[src/rtl/mac_accumulator_pkg.sv]
// Shared types and constants for the MAC accumulator stage.
// Provides the FSM state encoding and the product zero-extension helper.
package mac_pkg;

    typedef enum logic {
        ACCUM = 1'b0,
        DONE  = 1'b1
    } state_t;

    localparam int OPND_W    = 4;
    localparam int PROD_W    = 8;
    localparam int ACC_MAX_W = 32;
    localparam int CNT_W     = 8;

    // Widened to the largest legal accumulator; callers cast down to ACC_W.
    function automatic logic [ACC_MAX_W-1:0] zext_prod(input logic [PROD_W-1:0] product);
        return {{(ACC_MAX_W-PROD_W){1'b0}}, product};
    endfunction

endpackage

[src/rtl/multiplier.sv]
// Combinational 4x4 unsigned array multiplier with bit-level ports.
// Product bits are P0..P6 with CC5 as the most significant bit.
module multiplier (
    input  logic A0,
    input  logic A1,
    input  logic A2,
    input  logic A3,
    input  logic B0,
    input  logic B1,
    input  logic B2,
    input  logic B3,
    output logic P0,
    output logic P1,
    output logic P2,
    output logic P3,
    output logic P4,
    output logic P5,
    output logic P6,
    output logic CC5
);

    logic [3:0] a_v;
    logic [3:0] b_v;
    logic [7:0] prod;

    assign a_v = {A3, A2, A1, A0};
    assign b_v = {B3, B2, B1, B0};

    // NOTE: every variable assigned in always_comb gets a default first so no latch is inferred.
    always_comb begin
        prod = '0;
        for (int i = 0; i < 4; i++) begin
            if (b_v[i]) begin
                prod = prod + (8'(a_v) << i);
            end
        end
    end

    assign {CC5, P6, P5, P4, P3, P2, P1, P0} = prod;

endmodule

[src/rtl/mac_accumulator.sv]
// MAC stage: registers operand pairs into the array multiplier and sums N_TERMS products.
// Define MAC_ACCUMULATOR_SATURATE_EN to saturate the accumulator instead of wrapping.
module mac_accumulator
    import mac_pkg::*;
#(
    parameter int ACC_W   = 12,
    parameter int N_TERMS = 8
) (
    input  logic             clk,
    input  logic             rst_n,
    input  logic             in_valid,
    output logic             in_ready,
    input  logic [3:0]       a,
    input  logic [3:0]       b,
    input  logic             clear,
    output logic             out_valid,
    input  logic             out_ready,
    output logic [ACC_W-1:0] acc_out,
    output logic             ovf,
    output logic             busy
);

    state_t              state_q;
    state_t              state_d;
    logic                live_q;
    logic [OPND_W-1:0]   a_q;
    logic [OPND_W-1:0]   b_q;
    logic                p_valid;
    logic [PROD_W-1:0]   product;
    logic [ACC_W-1:0]    prod_ext;
    logic [ACC_W:0]      sum_full;
    logic [ACC_W-1:0]    acc_nxt;
    logic [ACC_W-1:0]    acc_q;
    logic [CNT_W-1:0]    count_q;
    logic                ovf_q;
    logic                in_fire;
    logic                out_fire;
    logic                last_add;
    logic                room;

    multiplier u_mult (
        .A0  (a_q[0]),
        .A1  (a_q[1]),
        .A2  (a_q[2]),
        .A3  (a_q[3]),
        .B0  (b_q[0]),
        .B1  (b_q[1]),
        .B2  (b_q[2]),
        .B3  (b_q[3]),
        .P0  (product[0]),
        .P1  (product[1]),
        .P2  (product[2]),
        .P3  (product[3]),
        .P4  (product[4]),
        .P5  (product[5]),
        .P6  (product[6]),
        .CC5 (product[7])
    );

    assign prod_ext = ACC_W'(zext_prod(product));
    assign sum_full = {1'b0, acc_q} + {1'b0, prod_ext};

`ifdef MAC_ACCUMULATOR_SATURATE_EN
    assign acc_nxt = sum_full[ACC_W] ? '1 : sum_full[ACC_W-1:0];
`else
    assign acc_nxt = sum_full[ACC_W-1:0];
`endif

    assign in_fire  = in_valid && in_ready;
    assign out_fire = out_valid && out_ready;
    assign last_add = p_valid && (count_q == CNT_W'(N_TERMS - 1));

    // Count the product already in flight so the final accepted term is exactly N_TERMS.
    assign room = ((CNT_W+1)'(count_q) + (CNT_W+1)'(p_valid)) < (CNT_W+1)'(N_TERMS);

    // NOTE: sequential state uses non-blocking assignments so every flop samples pre-edge values.
    always_ff @(posedge clk or negedge rst_n) begin
        if (!rst_n) begin
            state_q <= ACCUM;
        end else begin
            state_q <= state_d;
        end
    end

    always_comb begin
        state_d = state_q;
        if (clear) begin
            state_d = ACCUM;
        end else begin
            case (state_q)
                ACCUM:   if (last_add)  state_d = DONE;
                DONE:    if (out_ready) state_d = ACCUM;
                default: state_d = ACCUM;
            endcase
        end
    end

    always_comb begin
        in_ready  = live_q && (state_q == ACCUM) && room;
        out_valid = (state_q == DONE);
        busy      = p_valid || (count_q != '0) || out_valid;
    end

    // NOTE: operand registers are reset along with the rest; they are few flops, not a memory array.
    always_ff @(posedge clk or negedge rst_n) begin
        if (!rst_n) begin
            live_q  <= 1'b0;
            a_q     <= '0;
            b_q     <= '0;
            p_valid <= 1'b0;
            acc_q   <= '0;
            count_q <= '0;
            ovf_q   <= 1'b0;
        end else begin
            live_q <= 1'b1;
            if (clear) begin
                p_valid <= 1'b0;
                acc_q   <= '0;
                count_q <= '0;
                ovf_q   <= 1'b0;
            end else begin
                p_valid <= in_fire;
                if (in_fire) begin
                    a_q <= a;
                    b_q <= b;
                end
                if (out_fire) begin
                    acc_q   <= '0;
                    count_q <= '0;
                    ovf_q   <= 1'b0;
                end else if (p_valid) begin
                    acc_q   <= acc_nxt;
                    count_q <= count_q + CNT_W'(1);
                    if (sum_full[ACC_W]) begin
                        ovf_q <= 1'b1;
                    end
                end
            end
        end
    end

    assign acc_out = acc_q;
    assign ovf     = ovf_q;

endmodule

[config.mk]
export PLATFORM = sky130hd
export DESIGN_NAME = mac_accumulator
export DESIGN_NICKNAME = d
export VERILOG_FILES = /design/src/rtl/mac_accumulator_pkg.sv /design/src/rtl/multiplier.sv /design/src/rtl/mac_accumulator.sv
export SDC_FILE = /design/constraint.sdc
export NUM_CORES = 1
export LEC_CHECK = 0
export ABC_AREA = 1
export BUFFER_PORTS_ARGS = -buffer_cell sky130_fd_sc_hd__buf_2
export CORE_ASPECT_RATIO = 1.5
export CORE_MARGIN = 10
export CORE_UTILIZATION = 41
export CTS_CLUSTER_DIAMETER = 50
export DETAILED_ROUTE_END_ITERATION = 8
export HOLD_SLACK_MARGIN = 0.05
export PLACE_DENSITY = 0.6
export SLEW_MARGIN = 20
export SYNTH_ARGS = -nofsm -noshare
export SYNTH_HDL_FRONTEND = slang
export SYNTH_SLANG_ARGS = --single-unit
export TNS_END_PERCENT = 10
[constraint.sdc]
create_clock -name clk -period 4.3 [get_ports clk]
set_input_delay 1.29 -clock clk [delete_from_list [all_inputs] [get_ports clk]]
set_output_delay 1.29 -clock clk [all_outputs]
set_load 0.05 [all_outputs]
# == Yosys cells after proc, flatten, opt, wreduce, memory -nomap -nowiden ==
# Cells that the tools add are included.
# op_classes
add_sub_neg,6
n_mux,19
n_eq_ne,1
n_lt_le_gt_ge,1
n_bitwise,2
n_reduce_logical,12
# op_table
operator,count
$mux W8,6
$mux W12,3
$add A12 B8 Y13,1
$add A8 B1 Y9,1
$lt A9 B4 Y1 const B,1
$add A8 B1 Y8 const B,1
$add A8 B5 Y8,1
$add A8 B6 Y8,1
$add A8 B7 Y8,1
$eq A8 B3 Y1 const B,1
$mux W1,8
$reduce_bool A8 Y1,1
$reduce_bool A3 Y1,2
$logic_and A1 B1 Y1,5
$mux W4,1
$reduce_and A2 Y1,2
$logic_or A1 B1 Y1,2
$not A1 Y1,2
$pmux W1 S2,1
# word_totals
wordCells,49
ff_bits,32
out_inout_bits,16
in_bits,13

# == Longest topological paths before layout ==
# Gate-level depths: netlist (run 1).
# logic_depth
depth_word,12
depth_mapped,35
mapped_depth_nobuf,35

# == Hierarchy ==
# Synthesis (run 1) repeated with hierarchy kept, for this count alone.
# unflattened
cells_unflattened,333
hier_area_um2,2412.3
# modules_own_cells
module,area_each_um2,instances,seq_area_each_um2,cells_each
mac_accumulator,1796.7,1,800.8,234
multiplier,615.6,1,0.0,99

# == Least setup slack after synthesis (run 1) ==
# Ideal clock, no wire load.
# synth_timing
path_type,flip-flop to flip-flop
startpoint,reg b_q[0]
endpoint,reg acc_q[11] (netlist: acc_out[11])
synth_period_minus_slack_ps,4249
path_stages_with_launch,32
setup_ps,121
setup_slack_ps,51
required_time_ps,4179
path_buffers,0
t_arrival_ps,4128
path_cell_list,dfrtp_1 nand2_1 inv_1 ha_1 inv_1 fa_1 o21ai_0 ha_1 inv_1 fa_1 inv_1 nand3_1 nand2_1 nand2_2 nand2_2 inv_2 ha_1 a21oi_1 nor2_1 nor2_1 xor2_1 o21ai_1 ha_1 nand2_1 nor3_1 nand2_1 o211ai_1 nand2_1 nand2_1 nand4_1 nand2_1 nor2_1
# synth_between
elab_chain_cells,11
# synth_rtl
element,line_no,source
from (decl),mac_accumulator.sv:27,logic [OPND_W-1:0] b_q;
from (signal assigned),mac_accumulator.sv:109,b_q <= '0;
from (signal assigned),mac_accumulator.sv:125,b_q <= b;
$mux W4 (*),multiplier.sv:33,if (b_v[i]) begin
$add A8 B5 Y8,multiplier.sv:34,prod = prod + (8'(a_v) << i);
$mux W8 (*),multiplier.sv:33,
$add A8 B6 Y8,multiplier.sv:34,
$mux W8 (*),multiplier.sv:33,
$add A8 B7 Y8,multiplier.sv:34,
$mux W8 (*),multiplier.sv:33,
$add A12 B8 Y13 (*),mac_accumulator.sv:61,"assign sum_full = {1'b0, acc_q} + {1'b0, prod_ext};"
$mux W12 (*),mac_accumulator.sv:131,end else if (p_valid) begin
$mux W12 (*),mac_accumulator.sv:127,if (out_fire) begin
$mux W12 (*),mac_accumulator.sv:116,if (clear) begin
to (signal assigned),mac_accumulator.sv:132,acc_q <= acc_nxt;
to (decl),mac_accumulator.sv:33,logic [ACC_W-1:0] acc_q;
# Every way passes the cells marked *; elsewhere a longest branch is shown, timed or not. The select of a mux whose other input is x is not followed.
# A chain may end at the register's enable or synchronous reset.

# == Final worst setup path (run 1) ==
# Ends and elaborated chain as after synthesis.

==> results.py, run 1 <==
metrics = {
    "sta": {
        "finalCriticalPeriod_ps": 4320,
        "slew_violations": 0,
        "finalHoldViolCount": 0,
        "slew_headroom": 0.5055,
        "worstMarginPinSlew_ps": 741.8,
        "fin_crit_sh": 1.005,
        "setup_violations": 1,
        "whs_ps": 524.0,
        "fmax_ghz": 0.2315,
        "worst_slack_ps": -19.93,
        "rsz0062_at_grt": "true",
        "clock_skew_ps": 6.024,
    },
    "cts": {
        "cts_buffers": 5,
        "cts_sinks": 32,
        "ctsRootBufferMaster": "clkbuf_8",
        "cts_hold_buf": 0,
        "cts_buffer_depth": 2,
        "clkLatencyLatePin_ps": 290,
        "cts_tree": "yes",
        "htree_levels": 2,
        "cts.clk_slew.worst_paths_ps": 70,
    },
    "finish": {
        "antenna_cells": 0,
        "fin_util": 0.5253,
        "final_common_cell": "nand2_1",
        "final_layout_size_suffix_gt1_frac": 0.3431,
        "instances_no_fill": 448,
        "areaGrowthSynthToFinish_pct": 26.23,
        "final_nets": 411,
        "mostFrequentLayoutCells": "nand2_1, inv_1, dfrtp_1",
    },
    "critical_path": {
        "path_max_fanout": 4,
        "cp-startpoint": "b_q[0]",
        "critPathRequiredTime_ps": 4480,
        "critPathBufInv": 7,
        "cpLargestDelayFamily": "adder cells",
        "start_kind": "register",
        "cp_slowest_cell": "fa_2",
        "cp_common_cell": "inv_2",
        "endpoint_kind": "register",
        "cp_slowest_stage_delay_ps": 420,
        "path_class": "register to register",
        "r2r_start": "b_q[0]",
        "worstPathArrival_ps": 4500,
    },
    "logic_synthesis": {
        "synth-seq-area-share": 0.3351,
        "avgSynthCellArea_um2": 7.563,
        "syn-num-nets": 352,
        "netlist_area_um2": 2390,
        "synth_cell_types": 37,
        "synth.ff_latch_count": 32,
        "yosys_warnings": 0,
        "syn-instance-count": 316,
    },
    "min_path": {
        "min_from": "acc_out[7]",
        "hp-class": "register to register",
    },
    "pwr": {
        "leakagePower_uw": 0.001576,
        "peakVddDrop_mv": 0.1835,
        "powerDensity_nw_per_um2": 354.3,
    },
    "placement": {
        "routabilityCongestion": 0.8871,
        "dp.cells": 428,
        "numPortBuffers": 28,
        "dp_hpwl_mm": 4.464,
    },
    "detailed_routing": {
        "drc": 0,
        "drtIter0Drc": 68,
        "dr.pass1.iters": 4,
        "drt-total-wl_mm": 5.970,
        "antenna_left": 0,
        "wire_per_inst_um": 13.33,
        "routed_via_density": 4.949,
        "vias": 2217,
    },
    "die": {
        "initial_core_util": 0.4161,
        "num_rows": 34,
        "die_h_um": 113.5,
        "dieArea_um2": 9345,
        "io_pins": 29,
        "die_width_um": 82.34,
        "fp.coreArea_um2": 5743,
    },
    "grt": {
        "antenna_found_initial": 0,
        "grt_usage": 0.1369,
        "grt_max_degree": 33,
        "grt_pass1_vias": 2228,
        "grt-ovfl-total": 0,
        "grt_pass1_wl_mm": 10.25,
    },
    "run_status": {
        "violations": "setup timing",
        "status": "complete, but fails checks",
    },
    "flow_run": {
        "cap_violations": 0,
    },
}
cells in the mapped netlist:
master / number / area (um^2)
nand2_1: 81 / 304.0
inv_1: 51 / 191.4
dfrtp_1: 32 / 800.8
ha_1: 19 / 237.7
nor2_1: 19 / 71.32
o21ai_0: 19 / 95.09
a21oi_1: 16 / 80.08
nand3_1: 14 / 70.07
nand2_2: 10 / 62.56
nor3_1: 6 / 30.03
o21ai_2: 6 / 52.55
nand3_2: 5 / 50.05
fa_1: 4 / 80.08
inv_2: 4 / 15.01
a31oi_1: 3 / 18.77
xor2_1: 3 / 26.28
nand4_1: 2 / 12.51
nor2_2: 2 / 12.51
o21ai_1: 2 / 10.01
a211oi_1: 1 / 7.510
a21o_1: 1 / 7.510
a22o_1: 1 / 8.760
and2_1: 1 / 6.260
buf_12: 1 / 20.02
conb_1: 1 / 3.750
inv_4: 1 / 6.260
nand2_4: 1 / 11.26
nand3b_1: 1 / 7.510
nand4_2: 1 / 12.51
nor3_2: 1 / 10.01
nor4_4: 1 / 21.27
nor4b_1: 1 / 8.760
o211ai_1: 1 / 7.510
o21a_2: 1 / 8.760
o22ai_1: 1 / 6.260
or2_2: 1 / 6.260
xnor2_1: 1 / 8.760
flip-flops by register name, indices dropped and copies added, names as in the netlist:
register	flops
acc_out	12
count_q	8
a_q	4
b_q	4
live_q	1
out_valid	1
ovf	1
p_valid	1
worst reg2reg max path, delay by kind of cell (launching register included):
kind | cells | cell delay (ps)
AND/OR/NAND/NOR | 10 | 870
XOR/XNOR | 1 | 170
adder cells (fa/ha/maj) | 6 | 1770
flip-flops | 1 | 390
AO/OA/AOI/OAI | 4 | 530
buffers and inverters | 7 | 500
path summary, 6_finish.rpt:
check	depth (start not counted)	slack, ps	to
min	2	520	acc_out[7]
max	28	-20	acc_out[11]
min in group asynchronous	1	1060	acc_out[6]
min reg2reg	2	520	acc_out[7]
max in group asynchronous	1	2760	b_q[1]
max reg2reg	28	-20	acc_out[11]
layout make-up:
class	count	area (um^2)
Fill cell	572	2726
Sequential cell	32	800.8
Timing Repair Buffer	53	327.8
Tap cell	72	90.09
Clock inverter	3	18.77
Clock buffer	5	68.82
Multi-Input combinational cell	227	1498
Inverter	56	212.7
where the power goes:
part	switching (uW)	leakage [uW]	internal [uW]
combinational	278	0.00110	215
sequential	22.5	0.000430	320
clock	121	0.0000479	113
per-layer routing:
layer	vias up	share of wire	track usage	routed length [um]
met5	-	0	0	0
li1	1134	-	-	-
met4	0	0.029	0.06492	174
met2	33	0.55	0.2436	3262
met3	13	0.029	0.02441	176
met1	1037	0.39	0.1484	2356
logic make-up (layout without fill, tap and decap cells):
logic type                 after synthesis  count (layout)  synth area share
adders and majority gates               23              23            0.1330
and+or+nand+nor                        147             147            0.2916
AOI/OAI and AO/OA                       52              52            0.1267
DFF                                     32              32            0.3351
buffers and inverters                   57             117           0.09738
other                                    1               1          0.001569
xor gates and xnor gates                 4               4           0.01466
what timing repair did:
action | in CTS | in global routing
setup endpoints to repair | 7 | 8
buffers inserted | 10 | 2
pin swaps | 19 | 20
resized for setup | 19 | 24
metrics by stage:
step                setup TNS [ps]  total power (uW)  worst slack (ps)  cell area (um^2)
floorplan                        0             618.8             51.38              2390
global placement            -722.4             734.8            -195.6              2698
detailed placement           -1099             736.8            -262.0              2698
CTS                         -87.62              1036            -52.92              2923
global route                 -1907              1154            -390.1              3017
finish                      -19.93              1069            -19.93              3017
Note: power is estimated with default switching activity, not from simulation.
==> run 2, diff against run 1 <==
CELL_PAD_IN_SITES_DETAIL_PLACEMENT = 1   (was not set)
CELL_PAD_IN_SITES_GLOBAL_PLACEMENT = 2   (was not set)
CORE_UTILIZATION = 30   (was 41)
PLACE_DENSITY = 0.73   (was 0.6)
SETUP_SLACK_MARGIN = 0.2   (was not set)
==> results.py, run 2 (synthesis gave the netlist of run 1 again) <==
metrics = {
    "die": {
        "num_rows": 39,
        "die_width_um": 92.88,
        "die_h_um": 129.3,
        "dieArea_um2": 12010,
        "fp.coreArea_um2": 7710,
        "initial_core_util": 0.3100,
        "io_pins": 29,
    },
    "min_path": {
        "hp-class": "register to register",
        "hold_path_depth": 2,
    },
    "cts": {
        "cts.clk_slew.worst_paths_ps": 60,
        "ctsRootBufferMaster": "clkbuf_16",
        "cts_buffers": 5,
        "clkLatencyLatePin_ps": 280,
        "cts_buffer_depth": 2,
        "htree_levels": 2,
        "cts_sinks": 32,
        "cts_tree": "yes",
    },
    "pwr": {
        "powerDensity_nw_per_um2": 386.8,
        "peakVddDrop_mv": 0.2518,
        "leakagePower_uw": 0.001599,
    },
    "detailed_routing": {
        "antenna_left": 0,
        "vias": 2291,
        "dr.pass1.iters": 4,
        "drtIter0Drc": 50,
        "routed_via_density": 4.783,
        "wire_per_inst_um": 14.60,
        "drt-total-wl_mm": 6.993,
        "drc": 0,
    },
    "sta": {
        "fin_crit_sh": 0.9912,
        "clock_skew_ps": 6.337,
        "rsz0062_at_grt": "true",
        "slew_violations": 0,
        "setup_violations": 0,
        "finalHoldViolCount": 0,
        "fmax_ghz": 0.2346,
        "finalCriticalPeriod_ps": 4262,
        "worstMarginPinSlew_ps": 783.3,
        "slew_headroom": 0.4778,
    },
    "grt": {
        "met2_usage": 0.2424,
        "antenna_found_initial": 0,
        "met1_usage": 0.1231,
        "grt_pass1_wl_mm": 11.91,
        "grt_pass1_vias": 2523,
        "met3_usage": 0.02370,
        "grt-ovfl-total": 0,
        "top_usage_layer": "met2",
        "grt_usage": 0.1220,
        "grt_max_degree": 33,
    },
    "critical_path": {
        "path_max_fanout": 4,
        "endpoint_kind": "register",
        "critPathRequiredTime_ps": 4470,
        "worstPathArrival_ps": 4430,
        "rr_worst_depth": 31,
        "cp_common_cell": "inv_2",
        "path_class": "register to register",
        "cp_slowest_stage_delay_ps": 420,
        "cp_slowest_cell": "fa_2",
        "start_kind": "register",
    },
    "placement": {
        "dp_hpwl_mm": 5.534,
        "numPortBuffers": 28,
        "placed_area_um2": 2750,
        "routabilityCongestion": 0.7648,
    },
    "finish": {
        "antenna_cells": 0,
        "final_nets": 412,
        "mostFrequentLayoutCells": "nand2_1, inv_1, dfrtp_1",
        "fin_area_um2": 3119,
        "areaGrowthSynthToFinish_pct": 30.52,
        "final_layout_size_suffix_gt1_frac": 0.3369,
        "fillers": 1001,
        "largest_reg_flops": 12,
        "final_common_cell": "nand2_1",
        "fin_util": 0.4046,
    },
    "flow_run": {
        "cap_violations": 0,
    },
    "run_status": {
        "status": "finished, final reports clean",
    },
}
## run 2: changes by cell type in the layout (fill, tap and decap cells not counted), moves of 2 or more
cell / previous run / this run
a21oi_2: 3 / 1
nor3_1: 3 / 5
nor3_2: 4 / 2
nor2_2: 1 / 3
clkbuf_8: 5 / 0
clkbuf_16: 0 / 5
nand2_1: 74 / 76
nand2_2: 17 / 14
## run 2: critical path: cells and delay by family (launching register included)
family                     cells  cell delay, ps
DFF                            1             380
xor gates and xnor gates       1             160
AOI/OAI and AO/OA              4             470
buffers and inverters          5             260
and+or+nand+nor               15            1160
adders and majority gates      6            1700
## run 2: per-layer routing
layer	wire, um	vias up
met4	101	0
li1	-	1135
met2	3980	22
met3	202	10
met1	2708	1124
met5	0	-
## run 2: worst paths after layout
path / startpoint / endpoint / slack (ps)
max in group asynchronous: rst_n / count_q[3] / 2710
worst max-delay path: b_q[0] / acc_out[11] / 40
worst max register to register: b_q[0] / acc_out[11] / 40
min in group asynchronous: rst_n / ovf / 1090
worst min-delay path: acc_out[7] / acc_out[7] / 530
worst min register to register: acc_out[7] / acc_out[7] / 530
## run 2: repair_timing
item	in CTS	in global routing
setup buffers	9	2
hold buffers	0	0
gates resized for setup	23	17
endpoints found under the setup margin	7	9
pin swaps	21	17
## run 2: stage by stage
stage	setup TNS, ps	cells	worst slack [ps]	power [uW]	hold WS [ps]
2_1_floorplan	0	316	106.9	619.6	489.0
3_3_place_gp	-578.6	460	-163.5	741.6	519.6
3_5_place_dp	-1145	460	-239.1	753.2	523.8
4_1_cts	-425.6	477	-125.2	1172	540.1
5_1_grt	-1219	479	-265.2	1303	579.5
6_report	0	479	37.76	1207	532.7
## run 2: power breakdown
part	internal [uW]	switching, uW	total [uW]
clock	213	143	357
combinational	218	291	509
sequential	320	20.3	341
## run 2: layout make-up
cell class,count,area [um^2],area share
clock inverters,3,18.77,0.006017
multi-input cells,227,1499,0.4805
well taps,102,127.6,0.04091
clock buffers,5,125.1,0.04011
inverters,56,212.7,0.06819
flip-flops and latches,32,800.8,0.2567
repair buffers,54,335.3,0.1075
==> run 3, diff against run 2 <==
CORE_UTILIZATION = 31   (was 30)
CTS_BUF_LIST = sky130_fd_sc_hd__clkbuf_4 sky130_fd_sc_hd__clkbuf_8   (was not set)
PLACE_DENSITY = 0.75   (was 0.73)
==> results.py, run 3 (synthesis gave the netlist of run 1 again) <==
metrics = {
    "placement": {
        "dp_hpwl_mm": 5.331,
        "routabilityCongestion": 0.7956,
        "numPortBuffers": 28,
        "dp.cells": 459,
    },
    "sta": {
        "setup_violations": 4,
        "worstMarginPinSlew_ps": 756.3,
        "fmax_ghz": 0.2304,
        "final.setup.tns_ps": -100.5,
        "slew_headroom": 0.4958,
        "finalHoldViolCount": 0,
        "worst_slack_ps": -40.90,
        "finalCriticalPeriod_ps": 4341,
        "fin_crit_sh": 1.010,
        "slew_violations": 0,
        "rsz0062_at_grt": "true",
        "clock_skew_ps": 8.281,
    },
    "critical_path": {
        "timing.rr.end": "acc_out[11]",
        "r2r_start": "b_q[0]",
        "rr_worst_depth": 28,
        "path_max_fanout": 4,
        "path_class": "register to register",
        "cp-startpoint": "b_q[0]",
        "endpoint_kind": "register",
        "start_kind": "register",
        "critPathCapture": "acc_out[11]",
        "cp_slowest_stage_delay_ps": 420,
        "critPathRequiredTime_ps": 4480,
        "cp_slowest_cell": "fa_2",
        "worstPathArrival_ps": 4520,
        "rrSetupSlack_ps": -40,
    },
    "cts": {
        "clkLatencyLatePin_ps": 290,
        "cts_sinks": 32,
        "cts_buffer_depth": 2,
        "ctsRootBufferMaster": "clkbuf_8",
        "cts.clk_slew.worst_paths_ps": 80,
        "cts_tree": "yes",
        "cts_buffers": 5,
        "htree_levels": 2,
        "cts_hold_buf": 0,
    },
    "detailed_routing": {
        "drc": 0,
        "drtIter0Drc": 57,
        "vias": 2236,
        "antenna_left": 0,
        "drt-total-wl_mm": 6.922,
        "dr.pass1.iters": 4,
        "routed_via_density": 4.649,
        "wire_per_inst_um": 14.39,
    },
    "finish": {
        "fin_util": 0.4116,
        "fillers": 939,
        "antenna_cells": 0,
        "final_layout_size_suffix_gt1_frac": 0.3668,
        "mostFrequentLayoutCells": "nand2_1, inv_1, dfrtp_1",
        "largest_reg_flops": 12,
        "instances_no_fill": 481,
        "areaGrowthSynthToFinish_pct": 30.26,
        "final_common_cell": "nand2_1",
        "final_nets": 414,
    },
    "pwr": {
        "peakVddDrop_mv": 0.1801,
        "leakagePower_uw": 0.001593,
        "powerDensity_nw_per_um2": 354.7,
    },
    "die": {
        "die_width_um": 91.69,
        "num_rows": 39,
        "initial_core_util": 0.3160,
        "dieArea_um2": 11690,
        "fp.coreArea_um2": 7564,
        "io_pins": 29,
        "die_h_um": 127.5,
    },
    "grt": {
        "grt_pass1_vias": 2490,
        "grt_pass1_wl_mm": 11.55,
        "grt-ovfl-total": 0,
        "grt_usage": 0.1194,
        "grt_max_degree": 33,
        "antenna_found_initial": 0,
    },
    "flow_run": {
        "cap_violations": 0,
    },
    "run_status": {
        "status": "complete, but fails checks",
        "violations": "setup timing",
    },
    "min_path": {
        "hp-class": "register to register",
    },
}
## run 3: timing repair
item,in CTS,in global routing
endpoints found under the hold margin,0,0
setup endpoints to repair,7,9
pin swaps,23,31
buffers inserted,6,8
resized for setup,27,22
## run 3: critical path: cells and delay by family, from the launching register on
family	cells	cell delay, ps
XOR/XNOR	1	160
buffers and inverters	7	500
AO/OA/AOI/OAI	4	550
adder cells (fa/ha/maj)	6	1780
flip-flops	1	380
AND/OR/NAND/NOR	10	870
## run 3: stage by stage
stage / total power, uW / worst slack, ps / instance area [um^2] / hold WS [ps]
3_5_place_dp: 756.1 / -228.0 / 2743 / 505.6
6_report: 1104 / -40.90 / 3113 / 509.0
3_3_place_gp: 750.4 / -195.9 / 2743 / 516.5
5_1_grt: 1196 / -301.3 / 3113 / 553.9
4_1_cts: 1057 / -101.5 / 2967 / 522.1
2_1_floorplan: 619.6 / 106.9 / 2390 / 489.0
## run 3: metal layers
metal	track usage	up-vias	part of all wire
li1	-	1132	-
met1	0.1143	1077	0.38
met2	0.2488	20	0.59
met3	0.02227	7	0.021
met4	0.02732	0	0.011
met5	0	-	0
## run 3: area by class of cell
type / instances / area, um^2 / share of cell area
Inverter: 56 / 212.7 / 0.06833
Timing Repair Buffer: 56 / 350.3 / 0.1125
Multi-Input combinational cell: 227 / 1534 / 0.4928
Tap cell: 102 / 127.6 / 0.04100
Sequential cell: 32 / 800.8 / 0.2572
Clock buffer: 5 / 68.82 / 0.02211
Clock inverter: 3 / 18.77 / 0.006029
## run 3: where the power goes
group	internal [uW]	switching [uW]	leakage [uW]
Combinational	226	299	0.00112
Clock	113	127	0.0000479
Sequential	320	20.0	0.000430
Total	658	446	0.00159
## run 3: how the worst min path moves through the flow
| stage | startpoint | endpoint | slack (ps) | cells after the start |
|---|---|---|---|---|
| finish | ovf | ovf | 510 | 2 |
| floorplan | count_q[3] | count_q[3] | 490 | 1 |
| CTS | ovf | ovf | 520 | 2 |
| global route | ovf | ovf | 550 | 2 |
| global placement | acc_out[7] | acc_out[7] | 520 | 2 |
| detailed placement | ovf | ovf | 510 | 2 |
